`src/rtl/wb_pkg.sv`:
```
// Shared types and helpers for the write-back stage: source-select encoding,
// load byte-lane masks and load-data formatting.
package wb_pkg;

  typedef enum logic [1:0] {
    WB_ALU = 2'b00,
    WB_MEM = 2'b01,
    WB_PC4 = 2'b10,
    WB_RSV = 2'b11
  } wb_sel_t;

  localparam logic [3:0] MASK_W  = 4'b1111;
  localparam logic [3:0] MASK_H0 = 4'b0011;
  localparam logic [3:0] MASK_H1 = 4'b1100;
  localparam logic [3:0] MASK_B0 = 4'b0001;
  localparam logic [3:0] MASK_B1 = 4'b0010;
  localparam logic [3:0] MASK_B2 = 4'b0100;
  localparam logic [3:0] MASK_B3 = 4'b1000;

  // Lane selection follows the address offset, not the mask bits; unknown
  // masks fall back to the full word.
  function automatic logic [31:0] format_load(
    input logic [31:0] word,
    input logic [3:0]  mask,
    input logic [1:0]  off,
    input logic        unsigned_ld
  );
    logic [7:0]  byte_v;
    logic [15:0] half_v;
    logic [31:0] res;
    byte_v = word[8*off +: 8];
    half_v = word[16*off[1] +: 16];
    case (mask)
      MASK_B0, MASK_B1, MASK_B2, MASK_B3:
        res = unsigned_ld ? {24'b0, byte_v} : {{24{byte_v[7]}}, byte_v};
      MASK_H0, MASK_H1:
        res = unsigned_ld ? {16'b0, half_v} : {{16{half_v[15]}}, half_v};
      default:
        res = word;
    endcase
    return res;
  endfunction

endpackage

```
`src/rtl/wb_regfile_unit_regfile_2r1w.sv`:
```
// Architectural register file: two combinational read ports with write-first
// bypass, one synchronous write port, x0 hardwired to zero.
module regfile_2r1w
  import wb_pkg::*;
#(
  parameter int unsigned XLEN    = 32,
  parameter int unsigned REG_NUM = 32,
  parameter int unsigned AW      = $clog2(REG_NUM)
) (
  input  logic            clk,
  input  logic            rst,
  input  logic            we,
  input  logic [AW-1:0]   waddr,
  input  logic [XLEN-1:0] wdata,
  input  logic [AW-1:0]   raddr1,
  input  logic [AW-1:0]   raddr2,
  output logic [XLEN-1:0] rdata1,
  output logic [XLEN-1:0] rdata2
);

  logic [XLEN-1:0] regs [REG_NUM];

  always_ff @(posedge clk or posedge rst) begin
    if (rst) begin
      for (int unsigned i = 0; i < REG_NUM; i++) begin
        regs[i] <= '0;
      end
    end else if (we && (waddr != '0)) begin
      regs[waddr] <= wdata;
    end
  end

  // Bypass lets ID see the value being retired this cycle without a stall.
  always_comb begin
    rdata1 = regs[raddr1];
    if (raddr1 == '0) begin
      rdata1 = '0;
    end else if (we && (raddr1 == waddr)) begin
      rdata1 = wdata;
    end
  end

  always_comb begin
    rdata2 = regs[raddr2];
    if (raddr2 == '0) begin
      rdata2 = '0;
    end else if (we && (raddr2 == waddr)) begin
      rdata2 = wdata;
    end
  end

endmodule

```
`src/rtl/wb_regfile_unit.sv`:
```
// RV32 write-back stage: load formatting, write-back select, register file
// and the cycle / instret counters consumed by the CSR unit.
module wb_regfile_unit
  import wb_pkg::*;
#(
  parameter int unsigned XLEN    = 32,
  parameter int unsigned REG_NUM = 32,
  parameter int unsigned CNT_W   = 64
) (
  input  logic             clk,
  input  logic             rst,
  input  logic             wb_NoP_en,
  input  logic             wb_RegWEn,
  input  logic [1:0]       wb_WBSel,
  input  logic [4:0]       wb_rd,
  input  logic [XLEN-1:0]  wb_ALU_out,
  input  logic [XLEN-1:0]  wb_ReadData,
  input  logic [3:0]       wb_REB_dm,
  input  logic             wb_Read_Un,
  input  logic [XLEN-1:0]  wb_pc,
  input  logic [4:0]       id_rs1,
  input  logic [4:0]       id_rs2,
  output logic [XLEN-1:0]  id_rs1_data,
  output logic [XLEN-1:0]  id_rs2_data,
  output logic [XLEN-1:0]  wb_wdata,
  output logic             wb_we,
  output logic [CNT_W-1:0] csr_cycle,
  output logic [CNT_W-1:0] csr_instret
);

  logic [XLEN-1:0] load_data;
  wb_sel_t         wb_sel;

  assign wb_sel    = wb_sel_t'(wb_WBSel);
  assign load_data = format_load(wb_ReadData, wb_REB_dm, wb_ALU_out[1:0], wb_Read_Un);

  always_comb begin
    wb_wdata = wb_ALU_out;
    case (wb_sel)
      WB_ALU:  wb_wdata = wb_ALU_out;
      WB_MEM:  wb_wdata = load_data;
      WB_PC4:  wb_wdata = wb_pc + XLEN'(4);
      default: wb_wdata = wb_ALU_out;
    endcase
  end

  assign wb_we = wb_RegWEn & ~wb_NoP_en & (wb_rd != '0);

  regfile_2r1w #(
    .XLEN    (XLEN),
    .REG_NUM (REG_NUM),
    .AW      (5)
  ) u_regfile (
    .clk    (clk),
    .rst    (rst),
    .we     (wb_we),
    .waddr  (wb_rd),
    .wdata  (wb_wdata),
    .raddr1 (id_rs1),
    .raddr2 (id_rs2),
    .rdata1 (id_rs1_data),
    .rdata2 (id_rs2_data)
  );

  // Any non-bubble retires, including stores, branches and writes to x0.
  always_ff @(posedge clk or posedge rst) begin
    if (rst) begin
      csr_cycle   <= '0;
      csr_instret <= '0;
    end else begin
      csr_cycle <= csr_cycle + CNT_W'(1);
      if (!wb_NoP_en) begin
        csr_instret <= csr_instret + CNT_W'(1);
      end
    end
  end

endmodule

```
`config.mk`:
```
export PLATFORM = sky130hd
export DESIGN_NAME = wb_regfile_unit
export DESIGN_NICKNAME = d
export VERILOG_FILES = /design/src/rtl/wb_pkg.sv /design/src/rtl/wb_regfile_unit_regfile_2r1w.sv /design/src/rtl/wb_regfile_unit.sv
export SDC_FILE = /design/constraint.sdc
export NUM_CORES = 2
export LEC_CHECK = 0
export ABC_AREA = 1
export CAP_MARGIN = 20
export CORE_UTILIZATION = 35
export DETAILED_ROUTE_END_ITERATION = 10
export SETUP_SLACK_MARGIN = 0.05
export SYNTH_ARGS = -nofsm -noshare
export SYNTH_HDL_FRONTEND = slang
export SYNTH_SLANG_ARGS = --single-unit
```
`constraint.sdc`:
```
create_clock -name clk -period 47.1 [get_ports clk]
set_input_delay 7.065 -clock clk [delete_from_list [all_inputs] [get_ports clk]]
set_output_delay 7.065 -clock clk [all_outputs]
set_load 0.02 [all_outputs]
```
==> out/qor.yml <==
run_status: "finished clean"
synth_common_cells: "sky130_fd_sc_hd__nand2_1, sky130_fd_sc_hd__nand3_1, sky130_fd_sc_hd__dfrtp_1, sky130_fd_sc_hd__o21ai_0, sky130_fd_sc_hd__buf_2"
max_clock_freq_mhz: 51.8
dieHeight_um: 441
hold_path.startpoint: "u_regfile.regs[1008]"
synth_most_common_cell: "sky130_fd_sc_hd__nand2_1"
cts_buffers: 131
std_cell_rows: 160
postSynth.topFlopCell: "sky130_fd_sc_hd__dfrtp_1"
slew_viol_final: 0
total_power_w: 0.00285
post_synth_edffs: 0
worstHoldPathType: "reg -> reg"
pin_count_of_the_biggest_net_entering_global_routing: 177
clock_tree.root_cell: "sky130_fd_sc_hd__clkbuf_16"
cts_htree_levels: 4
io_buffers: 346
io_pins: 347
crit_path_start: "id_rs2[0]"
reg2reg_to: "csr_cycle[62]"
r2r_slack_ns: 44.71
finClkSkew_ns: 0.0144
hold-path-cell-count: 0
rsz0062_at_grt: "no"
depth_of_the_worst_register_to_register_path: 9
grt_first_pass_wirelength_um: 417000
gp_congestion: 0.911
critPathCaptureType: "primary output"
post_cts_buffers: 0
synth_area_leaders: "sky130_fd_sc_hd__dfrtp_1, sky130_fd_sc_hd__nand2_1, sky130_fd_sc_hd__nand3_1"
final.hold.worst_slack_ns: 0.402
design.die.area_sq_um: 195000
timing.setup.critical_path_class: "in -> out"
post_route_cells_drive_above_1_share_pct: 9.08
clk_transition_reported_paths_ns: 0.06
finalHoldViolCount: 0
wl_per_instance_um: 23.5
timing.final.crit_share_pct: 41.0
critPathMaxFanout: 148
critical_path_arrival_ns: 12.24
synth-seq-cells: 1152
powerDensity_nw_per_um2: 37.6
ctsResizeCount: 0
via_count_of_the_first_global_routing_pass: 64000
timing.final.crit_period_ns: 19.30
dp_hpwl_um: 159000
crit_path_start_kind: "input port"
count_of_mapped_cells_out_of_synthesis: 9428
initial_antenna_violation_count: 3
yosysWarnings: 0
tightestPinTransition_ns: 1.22
postRouteAntennaNets: 0
clock_path_buffers: 3
global_route.overflow_total: 0
coreArea_sq_um: 191000
clock_sinks: 1152
syn2layout_area_growth_pct: 12.6
die_w_um: 441
routed_wirelength_um: 278000
count_of_cell_types_in_the_netlist: 45
critPathRequiredTime_ns: 40.03
cellLeakagePower_nw: 33.4
starting_drc_count_in_detailed_routing: 9404
grt_util_all_layers_pct: 28.1
synthDominantAreaCellType: "sky130_fd_sc_hd__dfrtp_1"
drv.max_cap_violation_count: 0
tritoncts: "yes"
slew_headroom_pct: 18.7
fin_nets: 9368
synth_async_sr_flop_share_pct: 100
hold-path-endpoint: "u_regfile.regs[1008]"
first_pass_iters: 6
drc_errors: 0
fin_tns_setup_ns: 0
synthesis.nets: 9555
cts-hold-fix-buffers: 0
vias_after_detailed_routing: 67900
syn_avg_cell_area_sq_um: 7.16
layout.core_utilization_pct: 39.8
synth-seq-area-share_pct: 42.7
synth_area_sq_um: 67500
worst_skew_pair.late_latency_ns: 0.81
ir_worst_vdd_mv: 0.0401
r2r_start: "csr_cycle[0]"
initial_core_util_pct: 35.4
routed_via_density: 5.73
netlist.area_leader.share_pct: 42.7
report.final.setup_viol: 0
worst max path at each step:
stage | endpoint | slack, ns | depth (start not counted)
after floorplan | csr_cycle[0] | 7.59 | 1
after CTS | id_rs2_data[21] | 27.88 | 14
after global placement | id_rs2_data[23] | 27.89 | 14
final | id_rs2_data[23] | 27.80 | 14
after detailed placement | id_rs2_data[23] | 27.89 | 14
after global routing | id_rs2_data[23] | 27.57 | 14
cell usage in the layout, fill, tap and decap left out, types with 40 or more instances in the layout:
| master | n |
|---|---|
| sky130_fd_sc_hd__a21oi_1 | 63 |
| sky130_fd_sc_hd__buf_4 | 124 |
| sky130_fd_sc_hd__clkbuf_16 | 135 |
| sky130_fd_sc_hd__clkbuf_8 | 40 |
| sky130_fd_sc_hd__clkdlybuf4s50_1 | 336 |
| sky130_fd_sc_hd__dfrtp_1 | 1152 |
| sky130_fd_sc_hd__inv_1 | 178 |
| sky130_fd_sc_hd__nand2_1 | 3479 |
| sky130_fd_sc_hd__nand2_4 | 43 |
| sky130_fd_sc_hd__nand3_1 | 2050 |
| sky130_fd_sc_hd__nor2_1 | 172 |
| sky130_fd_sc_hd__nor3_1 | 54 |
| sky130_fd_sc_hd__o21ai_0 | 614 |
| sky130_fd_sc_hd__o21ai_1 | 140 |
| sky130_fd_sc_hd__o21ai_2 | 270 |
| sky130_fd_sc_hd__or2_2 | 53 |
| sky130_fd_sc_hd__xnor2_1 | 41 |
| sky130_fd_sc_hd__xor2_1 | 89 |
worst max-delay path, stage by stage:
cell and delay, ns:
sky130_fd_sc_hd__buf_8 0.22, sky130_fd_sc_hd__inv_8 0.68, sky130_fd_sc_hd__buf_4 0.80, sky130_fd_sc_hd__buf_4 0.93
sky130_fd_sc_hd__buf_4 0.74, sky130_fd_sc_hd__nand2_1 0.11, sky130_fd_sc_hd__nand3_1 0.10, sky130_fd_sc_hd__nand3_1 0.08
sky130_fd_sc_hd__nand3_1 0.13, sky130_fd_sc_hd__nand3_1 0.15, sky130_fd_sc_hd__nand3_1 0.22, sky130_fd_sc_hd__nand2_1 0.09
sky130_fd_sc_hd__a21oi_2 0.12, sky130_fd_sc_hd__clkdlybuf4s50_1 0.64
registers in the layout, summed over array words and instances (netlist names):
register        flops
csr_cycle          64
u_regfile.regs   1024
csr_instret        64
metal layers:
| metal | routed length [um] | vias to the layer above | GRT usage, % | share of wire [%] |
|---|---|---|---|---|
| met4 | 19600 | 2 | 17.8 | 7.0 |
| met5 | 13 | - | 0 | 0.0047 |
| met3 | 26800 | 922 | 5.00 | 9.6 |
| li1 | - | 30800 | - | - |
| met1 | 109000 | 32100 | 36.2 | 39 |
| met2 | 123000 | 4037 | 43.7 | 44 |
metrics by stage:
stage / instance area (sq um) / cells / setup slack (ns)
floorplan: 67500 / 9428 / 7.59
global placement: 71600 / 11600 / 27.89
detailed placement: 71600 / 11600 / 27.89
CTS: 76000 / 11900 / 27.88
global route: 76000 / 11900 / 27.57
finish: 76000 / 11900 / 27.80
final cells by class:
class	instances	area, sq um
fillers	19600	115000
multi-input cells	7271	34300
flip-flops and latches	1152	28800
repair buffers	474	4510
clock buffers	196	4010
well taps	2511	3140
inverters	211	852
clock inverters	35	364
diodes	2	5.00
kinds of logic after synthesis:
logic type      synth area share (%)
compound gates                  10.2
xor+xnor                        1.69
fa+ha+maj                     0.0927
buf+inv                         6.74
flops                           42.7
simple gates                    38.5
report_power, final:
group | internal, W | switching (W) | total, W
sequential | 0.00112 | 0.000105 | 0.00122
combinational | 0.000193 | 0.000382 | 0.000576
clock | 0.000611 | 0.000445 | 0.00106
No activity file was read; power rests on OpenSTA's default activity.
